File: src/rtl/uart_pkg.sv
// Shared UART definitions: FSM state encoding and default frame geometry,
// used by both the receiver and the transmitter.
package uart_pkg;

    localparam int UART_OVERSAMPLE_DEFAULT = 16;
    localparam int UART_DATA_BITS_DEFAULT  = 8;

    typedef enum logic [2:0] {
        ST_IDLE   = 3'd0,
        ST_START  = 3'd1,
        ST_DATA   = 3'd2,
        ST_PARITY = 3'd3,
        ST_STOP   = 3'd4
    } uart_state_e;

endpackage

File: src/rtl/uart_rx_sync.sv
// Two-flop synchronizer for the asynchronous serial input.
// Both flops reset to 1 so an idle (high) line is seen immediately after reset.
module uart_rx_sync (
    input  logic clk,
    input  logic reset,
    input  logic d_async,
    output logic d_sync
);

    logic meta;

    // Double-register the line into the clk domain.
    always_ff @(posedge clk or posedge reset) begin
        if (reset) begin
            meta   <= 1'b1;
            d_sync <= 1'b1;
        end else begin
            meta   <= d_async;
            d_sync <= meta;
        end
    end

endmodule

File: src/rtl/uart_receiver.sv
// Oversampling UART receiver: start-bit mid-point qualification, LSB-first
// data, optional even-parity check, stop-bit framing check.
// Optional feature macro: UART_RX_PARITY_EN (adds the PARITY state and Rx_PERROR).
//
// state    | meaning
// ---------+-----------------------------------------------------------
// IDLE     | waiting for a low line on a tick while enabled
// START    | counting to mid start bit; low there accepts the frame
// DATA     | sampling one data bit every OVERSAMPLE ticks
// PARITY   | sampling the parity bit and comparing to even parity
// STOP     | sampling the stop bit, publishing data and status
module uart_receiver
    import uart_pkg::*;
#(
    parameter int OVERSAMPLE = UART_OVERSAMPLE_DEFAULT,
    parameter int DATA_BITS  = UART_DATA_BITS_DEFAULT
) (
    input  logic                 clk,
    input  logic                 reset,
    input  logic                 sample_ENABLE,
    input  logic                 Rx_EN,
    input  logic                 Rx_D,
    output logic [DATA_BITS-1:0] Rx_DATA,
    output logic                 Rx_VALID,
    output logic                 Rx_FERROR,
    output logic                 Rx_PERROR
);

    localparam int CNT_W = (OVERSAMPLE > 1) ? $clog2(OVERSAMPLE) : 1;
    localparam int BIT_W = $clog2(DATA_BITS + 1);
    localparam logic [CNT_W-1:0] CNT_LAST = CNT_W'(OVERSAMPLE - 1);
    localparam logic [CNT_W-1:0] CNT_MID  = CNT_W'(OVERSAMPLE / 2 - 1);
    localparam logic [BIT_W-1:0] BIT_LAST = BIT_W'(DATA_BITS - 1);

    uart_state_e          state;
    uart_state_e          state_next;
    logic                 rx;
    logic [CNT_W-1:0]     tick_cnt;
    logic [BIT_W-1:0]     bit_cnt;
    logic [DATA_BITS-1:0] shift_reg;
    logic                 perr_now;

    logic cnt_clr;
    logic cnt_inc;
    logic shift_en;
    logic accept_start;
    logic stop_done;
`ifdef UART_RX_PARITY_EN
    logic par_chk;
`endif

    uart_rx_sync u_sync (
        .clk     (clk),
        .reset   (reset),
        .d_async (Rx_D),
        .d_sync  (rx)
    );

    // State register.
    always_ff @(posedge clk or posedge reset) begin
        if (reset) begin
            state <= ST_IDLE;
        end else begin
            state <= state_next;
        end
    end

    // Next-state decode and datapath strobes; only ticks move the FSM,
    // but a dropped enable returns to IDLE on any clk.
    always_comb begin
        state_next   = state;
        cnt_clr      = 1'b0;
        cnt_inc      = 1'b0;
        shift_en     = 1'b0;
        accept_start = 1'b0;
        stop_done    = 1'b0;
`ifdef UART_RX_PARITY_EN
        par_chk      = 1'b0;
`endif
        if (!Rx_EN) begin
            state_next = ST_IDLE;
            cnt_clr    = 1'b1;
        end else if (sample_ENABLE) begin
            case (state)
                ST_IDLE: begin
                    if (!rx) begin
                        state_next = ST_START;
                        cnt_clr    = 1'b1;
                    end
                end
                ST_START: begin
                    if (tick_cnt == CNT_MID) begin
                        cnt_clr = 1'b1;
                        if (!rx) begin
                            state_next   = ST_DATA;
                            accept_start = 1'b1;
                        end else begin
                            state_next = ST_IDLE;
                        end
                    end else begin
                        cnt_inc = 1'b1;
                    end
                end
                ST_DATA: begin
                    if (tick_cnt == CNT_LAST) begin
                        cnt_clr  = 1'b1;
                        shift_en = 1'b1;
                        if (bit_cnt == BIT_LAST) begin
`ifdef UART_RX_PARITY_EN
                            state_next = ST_PARITY;
`else
                            state_next = ST_STOP;
`endif
                        end
                    end else begin
                        cnt_inc = 1'b1;
                    end
                end
`ifdef UART_RX_PARITY_EN
                ST_PARITY: begin
                    if (tick_cnt == CNT_LAST) begin
                        cnt_clr    = 1'b1;
                        par_chk    = 1'b1;
                        state_next = ST_STOP;
                    end else begin
                        cnt_inc = 1'b1;
                    end
                end
`endif
                ST_STOP: begin
                    if (tick_cnt == CNT_LAST) begin
                        cnt_clr    = 1'b1;
                        stop_done  = 1'b1;
                        state_next = ST_IDLE;
                    end else begin
                        cnt_inc = 1'b1;
                    end
                end
                default: begin
                    state_next = ST_IDLE;
                    cnt_clr    = 1'b1;
                end
            endcase
        end
    end

    // Tick counter, bit counter, shift register, published data and status.
    always_ff @(posedge clk or posedge reset) begin
        if (reset) begin
            tick_cnt  <= '0;
            bit_cnt   <= '0;
            shift_reg <= '0;
            Rx_DATA   <= '0;
            Rx_VALID  <= 1'b0;
            Rx_FERROR <= 1'b0;
        end else begin
            Rx_VALID <= 1'b0;
            if (cnt_clr) begin
                tick_cnt <= '0;
            end else if (cnt_inc) begin
                tick_cnt <= tick_cnt + 1'b1;
            end
            if (accept_start) begin
                bit_cnt   <= '0;
                Rx_FERROR <= 1'b0;
            end
            if (shift_en) begin
                // LSB first: each new bit enters at the top and walks down.
                shift_reg <= (shift_reg >> 1) | (DATA_BITS'(rx) << (DATA_BITS - 1));
                bit_cnt   <= bit_cnt + 1'b1;
            end
            if (stop_done) begin
                Rx_DATA <= shift_reg;
                if (!rx) begin
                    Rx_FERROR <= 1'b1;
                end
                if (rx && !perr_now) begin
                    Rx_VALID <= 1'b1;
                end
            end
        end
    end

`ifdef UART_RX_PARITY_EN
    logic perr_pending;

    // Even-parity check; the error is held pending until the stop bit publishes it.
    always_ff @(posedge clk or posedge reset) begin
        if (reset) begin
            perr_pending <= 1'b0;
            Rx_PERROR    <= 1'b0;
        end else begin
            if (accept_start) begin
                perr_pending <= 1'b0;
                Rx_PERROR    <= 1'b0;
            end
            if (par_chk && (rx != ^shift_reg)) begin
                perr_pending <= 1'b1;
            end
            if (stop_done && perr_pending) begin
                Rx_PERROR <= 1'b1;
            end
        end
    end

    assign perr_now = perr_pending;
`else
    assign perr_now  = 1'b0;
    assign Rx_PERROR = 1'b0;
`endif

endmodule

File: config.mk
export PLATFORM = sky130hd
export DESIGN_NAME = uart_receiver
export DESIGN_NICKNAME = d
export VERILOG_FILES = /design/src/rtl/uart_pkg.sv /design/src/rtl/uart_rx_sync.sv /design/src/rtl/uart_receiver.sv
export SDC_FILE = /design/constraint.sdc
export NUM_CORES = 1
export LEC_CHECK = 0
export ABC_AREA = 1
export CORE_ASPECT_RATIO = 2
export CORE_MARGIN = 8
export CORE_UTILIZATION = 52
export DETAILED_ROUTE_END_ITERATION = 16
export PLACE_DENSITY = 0.81
export SLEW_MARGIN = 25
export SYNTH_ARGS = -nofsm -noshare
export SYNTH_HDL_FRONTEND = slang
export SYNTH_SLANG_ARGS = --single-unit
export TNS_END_PERCENT = 30
File: constraint.sdc
create_clock -name clk -period 1.97 [get_ports clk]
set_input_delay 0.394 -clock clk [delete_from_list [all_inputs] [get_ports clk]]
set_output_delay 0.394 -clock clk [all_outputs]
set_load 0.1 [all_outputs]
==> metrics.txt, run 1 <==
# TYPE chip_impl_metric gauge
chip_impl_metric{name="worst-endpoint-required",unit="ns"} 2.14
chip_impl_metric{name="syn_warnings",unit=""} 0
chip_impl_metric{name="die_w",unit="um"} 53.9
chip_impl_metric{name="power_density",unit="nW/um^2"} 823
chip_impl_metric{name="cp.depth",unit=""} 7
chip_impl_info{name="timing.rr.end",value="bit_cnt[3]"} 1
chip_impl_metric{name="crit_buf_inv",unit=""} 1
chip_impl_metric{name="clkLatencyLatePin",unit="ns"} 0.28
chip_impl_metric{name="drive_gt1_share",unit="%"} 21.9
chip_impl_metric{name="critical_path_peak_fanout",unit=""} 20
chip_impl_info{name="rr_startpoint",value="tick_cnt[0]"} 1
chip_impl_metric{name="min_period_over_period",unit="%"} 79.4
chip_impl_metric{name="vias_in_the_first_global_route",unit=""} 1260
chip_impl_metric{name="drt_first_pass_iters",unit=""} 4
chip_impl_info{name="criticalPathCategory",value="reg -> reg"} 1
chip_impl_metric{name="multiInputGateArea",unit="sq um"} 601
chip_impl_metric{name="synth_seq_area_share",unit="%"} 52.1
chip_impl_info{name="timing.critical_path.to_type",value="register"} 1
chip_impl_metric{name="syn_avg_cell_area",unit="sq um"} 8.58
chip_impl_metric{name="num_io_pins",unit=""} 16
chip_impl_metric{name="finalHoldViolCount",unit=""} 0
chip_impl_metric{name="ys_types",unit=""} 26
chip_impl_info{name="outcome",value="complete, no violations"} 1
chip_impl_metric{name="worst_reg_to_reg_setup_slack",unit="ns"} 0.41
chip_impl_metric{name="antenna_found_initial",unit=""} 0
chip_impl_metric{name="floorplan.die.height",unit="um"} 91.8
chip_impl_metric{name="numClockSinks",unit=""} 31
chip_impl_metric{name="finish.cell_count_without_fillers",unit=""} 225
chip_impl_metric{name="place.detailed.hpwl",unit="um"} 2160
chip_impl_metric{name="diodes",unit=""} 0
chip_impl_metric{name="r2r.worst_path.cells",unit=""} 7
chip_impl_info{name="cp-startpoint",value="tick_cnt[0]"} 1
chip_impl_metric{name="postRouteWirelength",unit="um"} 2900
chip_impl_info{name="timing.critical_path.slowest_stage_cell",value="dfrtp_1"} 1
chip_impl_metric{name="grt_overflow_total",unit=""} 0
chip_impl_metric{name="synth.ff_latch_count",unit=""} 31
chip_impl_metric{name="grt_pass1_wl",unit="um"} 5190
chip_impl_metric{name="dpl-instance-area",unit="sq um"} 1660
chip_impl_metric{name="setup_viol",unit=""} 0
chip_impl_info{name="cts_tree",value="yes"} 1
chip_impl_metric{name="post_cts_hold_buffer_count",unit=""} 0
chip_impl_metric{name="cts_made_buffers",unit=""} 5
chip_impl_info{name="cp_top_family",value="simple AND/OR/NAND/NOR gates"} 1
chip_impl_metric{name="cells_after_synth",unit=""} 174
chip_impl_info{name="hold_path_class",value="in -> async"} 1
chip_impl_metric{name="period_needed",unit="ns"} 1.56
chip_impl_metric{name="static-leakage-power",unit="nW"} 0.851
chip_impl_metric{name="detail-route-antenna-nets",unit=""} 0
chip_impl_metric{name="die-area",unit="sq um"} 4950
chip_impl_metric{name="clkSlewWorstSetupHoldPaths",unit="ns"} 0.06
chip_impl_metric{name="synth.net_count",unit=""} 181
chip_impl_metric{name="filler_cell_count",unit=""} 246
chip_impl_metric{name="post_cts_buffers",unit=""} 0
chip_impl_metric{name="sequential_cell_area",unit="sq um"} 778
chip_impl_metric{name="port_buffers",unit=""} 14
chip_impl_metric{name="area_growth",unit="%"} 16.5
chip_impl_info{name="timing.critical_path.cells",value="ha_1 > nand3_2 > nor3_4 > nand4_1 > buf_4 > nand2_1 > o21ai_1"} 1
chip_impl_metric{name="fin_skew",unit="ns"} 0.00357
chip_impl_metric{name="grt_max_degree",unit=""} 29
chip_impl_metric{name="power.ir.vdd_worst",unit="mV"} 0.763
chip_impl_metric{name="final.setup.tns",unit="ns"} 0
chip_impl_metric{name="avgRoutedWirePerCell",unit="um"} 12.9
chip_impl_metric{name="drv_slew",unit=""} 0
chip_impl_metric{name="detail_route.iter0.violations",unit=""} 24
chip_impl_metric{name="floorplan.rows",unit=""} 27
chip_impl_info{name="launching_element_type_of_the_critical_path",value="register"} 1
chip_impl_metric{name="critical-path-max-stage-delay",unit="ns"} 0.39
chip_impl_metric{name="nets",unit=""} 202
chip_impl_metric{name="ctsHtreeMaxLevel",unit=""} 2
chip_impl_metric{name="cts_buffer_depth",unit=""} 2
chip_impl_metric{name="final_cell_area",unit="sq um"} 1740
chip_impl_metric{name="placed_cells_incl_taps",unit=""} 217
chip_impl_metric{name="post_route_drc_violation_count",unit=""} 0
chip_impl_info{name="clock_tree.root_cell",value="clkbuf_8"} 1
chip_impl_info{name="cp-endpoint",value="bit_cnt[3]"} 1
chip_impl_metric{name="drv.max_cap_violation_count",unit=""} 0
chip_impl_metric{name="fp.coreArea",unit="sq um"} 2740
chip_impl_metric{name="vias_per_cell",unit=""} 5.25
chip_impl_metric{name="gpl.final_weighted_congestion",unit=""} 0.883
chip_impl_metric{name="floorplan.initialDensity",unit="%"} 54.5
chip_impl_metric{name="grt_usage",unit="%"} 13.6
chip_impl_info{name="grt_setup_unrepaired",value="no"} 1
chip_impl_metric{name="post_cts_resized",unit=""} 0
chip_impl_metric{name="max_freq",unit="MHz"} 640
chip_impl_metric{name="netlist_area",unit="sq um"} 1490
chip_impl_metric{name="timing.critical_path.arrival",unit="ns"} 1.73
chip_impl_metric{name="routed-via-count",unit=""} 1182
[report_power, final]
part | switching (mW) | internal [mW]
clock | 0.221 | 0.247
sequential | 0.0344 | 0.666
combinational | 0.182 | 0.0796
total | 0.438 | 0.993
[stage by stage]
stage | power (mW) | hold slack, ns | worst slack (ns) | utilization [%]
2_1_floorplan | 0.912 | 0.345 | 0.598 | -
3_3_place_gp | 0.956 | 0.347 | 0.188 | 60.6
3_5_place_dp | 0.974 | 0.354 | 0.136 | 60.6
4_1_cts | 1.45 | 0.285 | 0.406 | 63.6
5_1_grt | 1.52 | 0.304 | 0.259 | 63.6
6_report | 1.43 | 0.286 | 0.406 | 63.6
[worst min-delay path by stage]
stage / start / to / cells past startpoint / slack (ns)
6_report: reset / state[0] / 2 / 0.29
5_1_grt: reset / state[1] / 2 / 0.30
4_1_cts: reset / state[1] / 2 / 0.29
3_5_place_dp: u_sync.meta / u_sync.d_sync / 0 / 0.35
3_3_place_gp: u_sync.meta / u_sync.d_sync / 0 / 0.35
2_1_floorplan: u_sync.meta / u_sync.d_sync / 0 / 0.35
[synthesized netlist by cell type (all sizes together)]
master  instances  area [sq um]
nor2           14          60.1
ha              2          25.0
nand2          54           208
dfstp           2          52.6
o21ai          20           134
dfrtp          29           726
xnor2           1          8.76
inv            20          77.6
nor4            1          6.26
conb            1          3.75
buf             5          36.3
a21oi           2          10.0
nand3          17          95.1
nand4           3          18.8
xor2            1          8.76
nor3            1          16.3
a31oi           1          6.26
[routing by layer]
| layer | GRT usage [%] | routed length (um) | part of all wire [%] | vias up |
|---|---|---|---|---|
| met2 | 23.1 | 1610 | 56 | 27 |
| met5 | 0 | 0 | 0 | - |
| li1 | - | - | - | 591 |
| met3 | 3.88 | 71 | 2.5 | 6 |
| met1 | 13.7 | 1140 | 39 | 558 |
| met4 | 8.05 | 76 | 2.6 | 0 |
[cell type report]
type	instances	share of cell area, %
clock buffers	7	4.39
clock inverters	1	0.288
inverters	20	4.46
multi-input cells	118	34.5
flip-flops and latches	31	44.7
well taps	29	2.09
repair buffers	19	9.50
[cells in the final DEF (no fill, tap or decap)]
cell type and count:
a21oi_1 2, a31oi_1 1, buf_12 1, buf_4 14, clkbuf_1 2, clkbuf_8 5
clkdlybuf4s50_1 4, clkinv_2 1, conb_1 1, dfrtp_1 29, dfstp_2 2, ha_1 2
inv_1 17, inv_2 2, inv_4 1, nand2_1 52, nand2_2 2, nand3_1 15
nand3_2 2, nand4_1 3, nor2_1 11, nor2_2 3, nor3_4 1, nor4_1 1
o21ai_0 1, o21ai_1 10, o21ai_2 9, xnor2_1 1, xor2_1 1
[kinds of logic (layout without fill, tap and decap cells)]
family                   Yosys count  after routing  synth area share (%)
AO/OA/AOI/OAI                     23             23                  10.1
XOR/XNOR                           2              2                  1.17
adder cells (fa/ha/maj)            2              2                  1.68
buffers and inverters             25             47                  7.63
flip-flops                        31             31                  52.1
other                              1              1                 0.251
AND/OR/NAND/NOR                   90             90                  27.1
Note: power is estimated with default switching activity, not from simulation.
==> run 2, diff against run 1 <==
--- a/config.mk
+++ b/config.mk
@@ -8,9 +8,9 @@
 export ABC_AREA = 1
 export CORE_ASPECT_RATIO = 2
 export CORE_MARGIN = 8
-export CORE_UTILIZATION = 52
+export CORE_UTILIZATION = 49
 export DETAILED_ROUTE_END_ITERATION = 16
-export PLACE_DENSITY = 0.81
+export PLACE_DENSITY = 0.8
 export SLEW_MARGIN = 25
 export SYNTH_ARGS = -nofsm -noshare
 export SYNTH_HDL_FRONTEND = slang
==> constraint.sdc (replaced) <==
create_clock -name clk -period 1.25 [get_ports clk]
set_input_delay 0.25 -clock clk [delete_from_list [all_inputs] [get_ports clk]]
set_output_delay 0.25 -clock clk [all_outputs]
set_load 0.1 [all_outputs]
==> run 2 against run 1 <==
The flow now finishes with violations (setup timing). Clock power increased by 72%. Non-clock buffer count grew 22. Total power is 89% higher. Via count up 14%. Combinational power grew to 2.9 times the previous value. Fmax up 9.4%. First-iteration DRC count grew 46%. Utilization rose by 12 points. Register-to-register slack lost 0.59 ns. Flip-flop and latch count is the same. Sequential power is 63% higher. Largest cell class unchanged.
==> metrics.txt, run 2 (synthesis results as in run 1) <==
# TYPE chip_impl_metric gauge
chip_impl_metric{name="floorplan.rows",unit=""} 28
chip_impl_metric{name="crit_buf_inv",unit=""} 1
chip_impl_metric{name="fp.coreArea",unit="sq um"} 2940
chip_impl_metric{name="max_freq",unit="MHz"} 700
chip_impl_metric{name="critical_path_peak_fanout",unit=""} 20
chip_impl_metric{name="place.detailed.hpwl",unit="um"} 2380
chip_impl_metric{name="postRouteWirelength",unit="um"} 3720
chip_impl_metric{name="fin_skew",unit="ns"} 0.0107
chip_impl_info{name="cts_tree",value="yes"} 1
chip_impl_info{name="clock_tree.root_cell",value="clkbuf_8"} 1
chip_impl_metric{name="p_total",unit="mW"} 2.70
chip_impl_info{name="launching_element_type_of_the_critical_path",value="register"} 1
chip_impl_metric{name="die-area",unit="sq um"} 5180
chip_impl_metric{name="finalHoldViolCount",unit=""} 0
chip_impl_metric{name="grt_max_degree",unit=""} 32
chip_impl_metric{name="num_io_pins",unit=""} 16
chip_impl_metric{name="port_buffers",unit=""} 14
chip_impl_metric{name="power_density",unit="nW/um^2"} 1220
chip_impl_metric{name="diodes",unit=""} 0
chip_impl_info{name="layout.cells.most_common",value="nand2_1"} 1
chip_impl_metric{name="area_growth",unit="%"} 48.4
chip_impl_metric{name="postLayoutSetupSlackWorst",unit="ns"} -0.179
chip_impl_metric{name="detail_route.iter0.violations",unit=""} 35
chip_impl_info{name="timing.critical_path.slowest_stage_cell",value="dfrtp_1"} 1
chip_impl_metric{name="timing.critical_path.arrival",unit="ns"} 1.59
chip_impl_info{name="cp_top_family",value="simple AND/OR/NAND/NOR gates"} 1
chip_impl_metric{name="drv_slew",unit=""} 0
chip_impl_metric{name="grt_pass1_wl",unit="um"} 5710
chip_impl_metric{name="vias_per_cell",unit=""} 5.45
chip_impl_metric{name="antenna_found_initial",unit=""} 0
chip_impl_metric{name="final_cell_area",unit="sq um"} 2220
chip_impl_metric{name="cts_made_buffers",unit=""} 5
chip_impl_metric{name="post_route_drc_violation_count",unit=""} 0
chip_impl_metric{name="clkLatencyLatePin",unit="ns"} 0.29
chip_impl_metric{name="drive_gt1_share",unit="%"} 46.8
chip_impl_metric{name="avgRoutedWirePerCell",unit="um"} 15.0
chip_impl_metric{name="cts_buffer_depth",unit=""} 2
chip_impl_metric{name="post_cts_hold_buffer_count",unit=""} 0
chip_impl_metric{name="drv.max_cap_violation_count",unit=""} 0
chip_impl_metric{name="floorplan.die.height",unit="um"} 94.1
chip_impl_metric{name="die_w",unit="um"} 55.0
chip_impl_metric{name="clkSlewWorstSetupHoldPaths",unit="ns"} 0.07
chip_impl_metric{name="setup_viol",unit=""} 29
chip_impl_metric{name="nets",unit=""} 224
chip_impl_metric{name="power.ir.vdd_worst",unit="mV"} 1.38
chip_impl_metric{name="static-leakage-power",unit="nW"} 1.02
chip_impl_metric{name="detail-route-antenna-nets",unit=""} 0
chip_impl_metric{name="final.setup.tns",unit="ns"} -4.02
chip_impl_info{name="grt_setup_unrepaired",value="yes"} 1
chip_impl_info{name="violated_checks",value="setup timing"} 1
chip_impl_info{name="criticalPathCategory",value="reg -> reg"} 1
chip_impl_metric{name="dpl-instance-area",unit="sq um"} 1910
chip_impl_metric{name="min_period_over_period",unit="%"} 114
chip_impl_metric{name="critical-path-max-stage-delay",unit="ns"} 0.41
chip_impl_info{name="outcome",value="finished with violations"} 1
chip_impl_metric{name="floorplan.initialDensity",unit="%"} 50.7
chip_impl_info{name="timing.critical_path.to_type",value="register"} 1
chip_impl_metric{name="filler_cell_count",unit=""} 210
chip_impl_metric{name="ctsHtreeMaxLevel",unit=""} 2
chip_impl_metric{name="vias_in_the_first_global_route",unit=""} 1337
chip_impl_metric{name="drt_first_pass_iters",unit=""} 5
chip_impl_info{name="timing.critical_path.cells",value="ha_4 > nand3_4 > nor3_4 > nand4_1 > buf_6 > nand2_1 > o21ai_1"} 1
chip_impl_metric{name="numClockSinks",unit=""} 31
chip_impl_info{name="hold_path_class",value="in -> async"} 1
chip_impl_metric{name="grt_usage",unit="%"} 14.6
chip_impl_metric{name="worst-endpoint-required",unit="ns"} 1.41
chip_impl_metric{name="gpl.final_weighted_congestion",unit=""} 0.887
chip_impl_metric{name="grt_overflow_total",unit=""} 0
chip_impl_info{name="final_cell_mix",value="nand2_1 (38), dfrtp_1 (27), buf_4 (21), nand2_2 (16), inv_1 (15)"} 1
chip_impl_metric{name="routed-via-count",unit=""} 1351
chip_impl_metric{name="period_needed",unit="ns"} 1.43
[run 2: cell count changes in the layout (fill, tap and decap cells not counted), sizes merged]
cell	change
buf	+22
clkdlybuf4s50	-1
dlymetal6s2s	+1
[run 2: layout make-up]
| type | instances | area, sq um | area share (%) |
|---|---|---|---|
| sequential | 31 | 781 | 35.2 |
| multi-input combinational | 118 | 743 | 33.5 |
| timing repair buffer | 41 | 485 | 21.9 |
| clock buffer | 7 | 86.3 | 3.90 |
| inverter | 20 | 77.6 | 3.50 |
| tap | 30 | 37.5 | 1.69 |
| clock inverter | 1 | 5.00 | 0.226 |
[run 2: report_power, final]
| group | switching, mW | internal, mW | total [mW] |
|---|---|---|---|
| Clock | 0.360 | 0.443 | 0.804 |
| Combinational | 0.414 | 0.345 | 0.759 |
| Sequential | 0.0818 | 1.05 | 1.14 |
[run 2: repair_timing]
action | in CTS | in global routing
pin swaps | 0 | 5
buffers inserted | 1 | 8
endpoints found under the hold margin | 0 | 0
resized for setup | 9 | 36
setup endpoints to repair | 29 | 29
[run 2: tightest hold or removal path: stages]
cell,delay (ns)
clkdlybuf4s50_1,0.40
inv_1,0.09
buf_12,0.20
[run 2: through the flow]
stage,utilization [%],setup WS (ns),hold WS [ns],cells
global route,75.3,-0.253,0.341,248
CTS,69.3,-0.138,0.306,240
detailed placement,65.1,-0.365,0.350,231
finish,75.3,-0.179,0.311,248
global placement,65.1,-0.343,0.348,231
floorplan,-,-0.0573,0.254,174
[run 2: routing by layer]
layer,wire length [um],GRT usage [%]
met5,0,0
met4,144,6.65
met3,88,2.86
met2,2180,26.6
met1,1310,14.6
[run 2: path summary, 6_finish.rpt]
kind	from	endpoint	slack (ns)	depth (start not counted)
max reg2reg	tick_cnt[1]	shift_reg[5]	-0.18	7
min in group clk	u_sync.meta	u_sync.d_sync	0.36	0
max	tick_cnt[1]	shift_reg[5]	-0.18	7
max in group asynchronous	reset	u_sync.d_sync	0.70	3
min reg2reg	u_sync.meta	u_sync.d_sync	0.36	0
min	reset	state[2]	0.31	3
==> patch: new RTL, config.mk and constraints of run 1 <==
Add an input register stage for `sample_ENABLE`, `Rx_EN` and `Rx_D`, cleared by the reset; this delays them by one clock.
--- a/src/rtl/uart_receiver.sv
+++ b/src/rtl/uart_receiver.sv
@@ -34,2 +34,18 @@
 
+    logic sample_ENABLE_q;
+    logic Rx_EN_q;
+    logic Rx_D_q;
+
+    always_ff @(posedge clk or posedge reset) begin
+        if (reset) begin
+            sample_ENABLE_q <= '0;
+            Rx_EN_q         <= '0;
+            Rx_D_q          <= '0;
+        end else begin
+            sample_ENABLE_q <= sample_ENABLE;
+            Rx_EN_q         <= Rx_EN;
+            Rx_D_q          <= Rx_D;
+        end
+    end
+
     uart_state_e          state;
@@ -54,3 +70,3 @@
         .reset   (reset),
-        .d_async (Rx_D),
+        .d_async (Rx_D_q),
         .d_sync  (rx)
@@ -79,6 +95,6 @@
 `endif
-        if (!Rx_EN) begin
+        if (!Rx_EN_q) begin
             state_next = ST_IDLE;
             cnt_clr    = 1'b1;
-        end else if (sample_ENABLE) begin
+        end else if (sample_ENABLE_q) begin
             case (state)
Behaviour: same outputs for any inputs over 10 cycles, from zero or initial values and one cycle with reset high; that may be too few to reach the edited logic, so the function may still have changed.
==> patch against run 1 <==
Wire length fell by 0.35%; cell count down 4.4%; sequential cell count up 3; setup slack got worse by 0.019 ns; die area grew 2.4%; critical endpoint is now bit_cnt[2]$_DFFE_PP0P_; area after synthesis rose by 3.1%; total power rose by 8.9%; synthesized cell count is 4.6% lower; clock power is 26% higher; final area increased by 1.7%; highest routed layer unchanged; sequential share of layout area up 3.5 points; hold slack improved by 0.064 ns.
==> patch: results (changes against run 1) <==
metric;value;unit;change
switch share;26.6;%;-4.0 points
wirelength, routed;2.89;mm;-0.35%
WP data arrival;1.80;ns;+0.07 ns
GR Layer Usage met1;14.7;%;+1.0 points
DRT iter0 DRCs;18;;-25%
Seq/Total Area, Yosys;55.4;%;+3.3 points
clk_buf instances;8;;+1
Buffers, non-clock;15;;-4
sequential portion of the cell area;48.3;%;+3.5 points
metal3 WL;111;um;+56%
Multi-Input Combinational;108;;-8.5%
vias in the first global route;1197;;-5.0%
fin nets;191;;-5.4%
Crit Path Max Fanout;23;;+15%
Peak VDD IR;0.797;mV;+4.4%
P_seq;0.764;mW;+9.1%
fillcell total;254;;+3.3%
grt met2 use;23.5;%;+0.41 points
WL met1;1.11;mm;-2.5%
pre-CTS WS;0.363;ns;+0.227 ns
Clock Power Share;38.0;%;+5.3 points
Commonest cells post-synth;nand2_1 (44), dfrtp_1 (32), inv_1 (19), nand3_1 (13), o21ai_1 (11);;
gr usage total;14.0;%;+0.41 points
share of cells above drive strength 1;21.6;%;-0.32 points
largest net degree at the start of global routing;35;;+21%
number of synthesized register bits;34;;+9.7%
LEAKAGE;0.884;nW;+3.9%
Final clock-cell share;6.23;%;+1.6 points
met2 wire len;1.59;mm;-0.99%
synth unique cells;23;;-12%
DPL Wire Length;2.19;mm;+1.7%
outcome;finished, final reports clean;;
final clock skew;0.00512;ns;+0.00155 ns
first-pass GRT wire length;5.26;mm;+1.3%
-- patch: changes by cell type in the layout (fill, tap and decap cells not counted), sizes merged, moves of 3 or more --
cell | run 1 | this run
nor2 | 14 | 9
nand2 | 54 | 48
nor3 | 1 | 4
buf | 15 | 11
dfrtp | 29 | 32
-- patch: logic make-up after synthesis --
logic type,synth area share [%]
AO/OA/AOI/OAI,9.67
adder cells (fa/ha/maj),1.63
buffers and inverters,7.56
other,0.244
XOR/XNOR,1.14
AND/OR/NAND/NOR,24.3
flip-flops,55.4
-- patch: worst paths after layout --
path                                         start                  endpoint  slack [ns]  cells after the start
max                        tick_cnt[0]$_DFFE_PP0P_    bit_cnt[2]$_DFFE_PP0P_        0.39                      7
min                               Rx_D_q$_DFF_PP0_     u_sync.meta$_DFF_PP1_        0.35                      0
max reg2reg                tick_cnt[0]$_DFFE_PP0P_    bit_cnt[2]$_DFFE_PP0P_        0.39                      7
min reg2reg                       Rx_D_q$_DFF_PP0_     u_sync.meta$_DFF_PP1_        0.35                      0
max in group asynchronous                    reset   u_sync.d_sync$_DFF_PP1_        1.16                      3
min in group asynchronous                    reset  shift_reg[7]$_DFFE_PP0P_        0.49                      3
-- patch: metrics by stage --
step | instance area (sq um) | total power [mW] | hold WS (ns) | std cells | util (%)
floorplan | 1540 | 0.930 | 0.333 | 166 | -
global placement | 1660 | 0.971 | 0.334 | 207 | 57.0
detailed placement | 1660 | 0.980 | 0.337 | 207 | 57.0
CTS | 1770 | 1.58 | 0.353 | 215 | 60.8
global route | 1770 | 1.64 | 0.355 | 215 | 60.8
finish | 1770 | 1.56 | 0.350 | 215 | 60.8
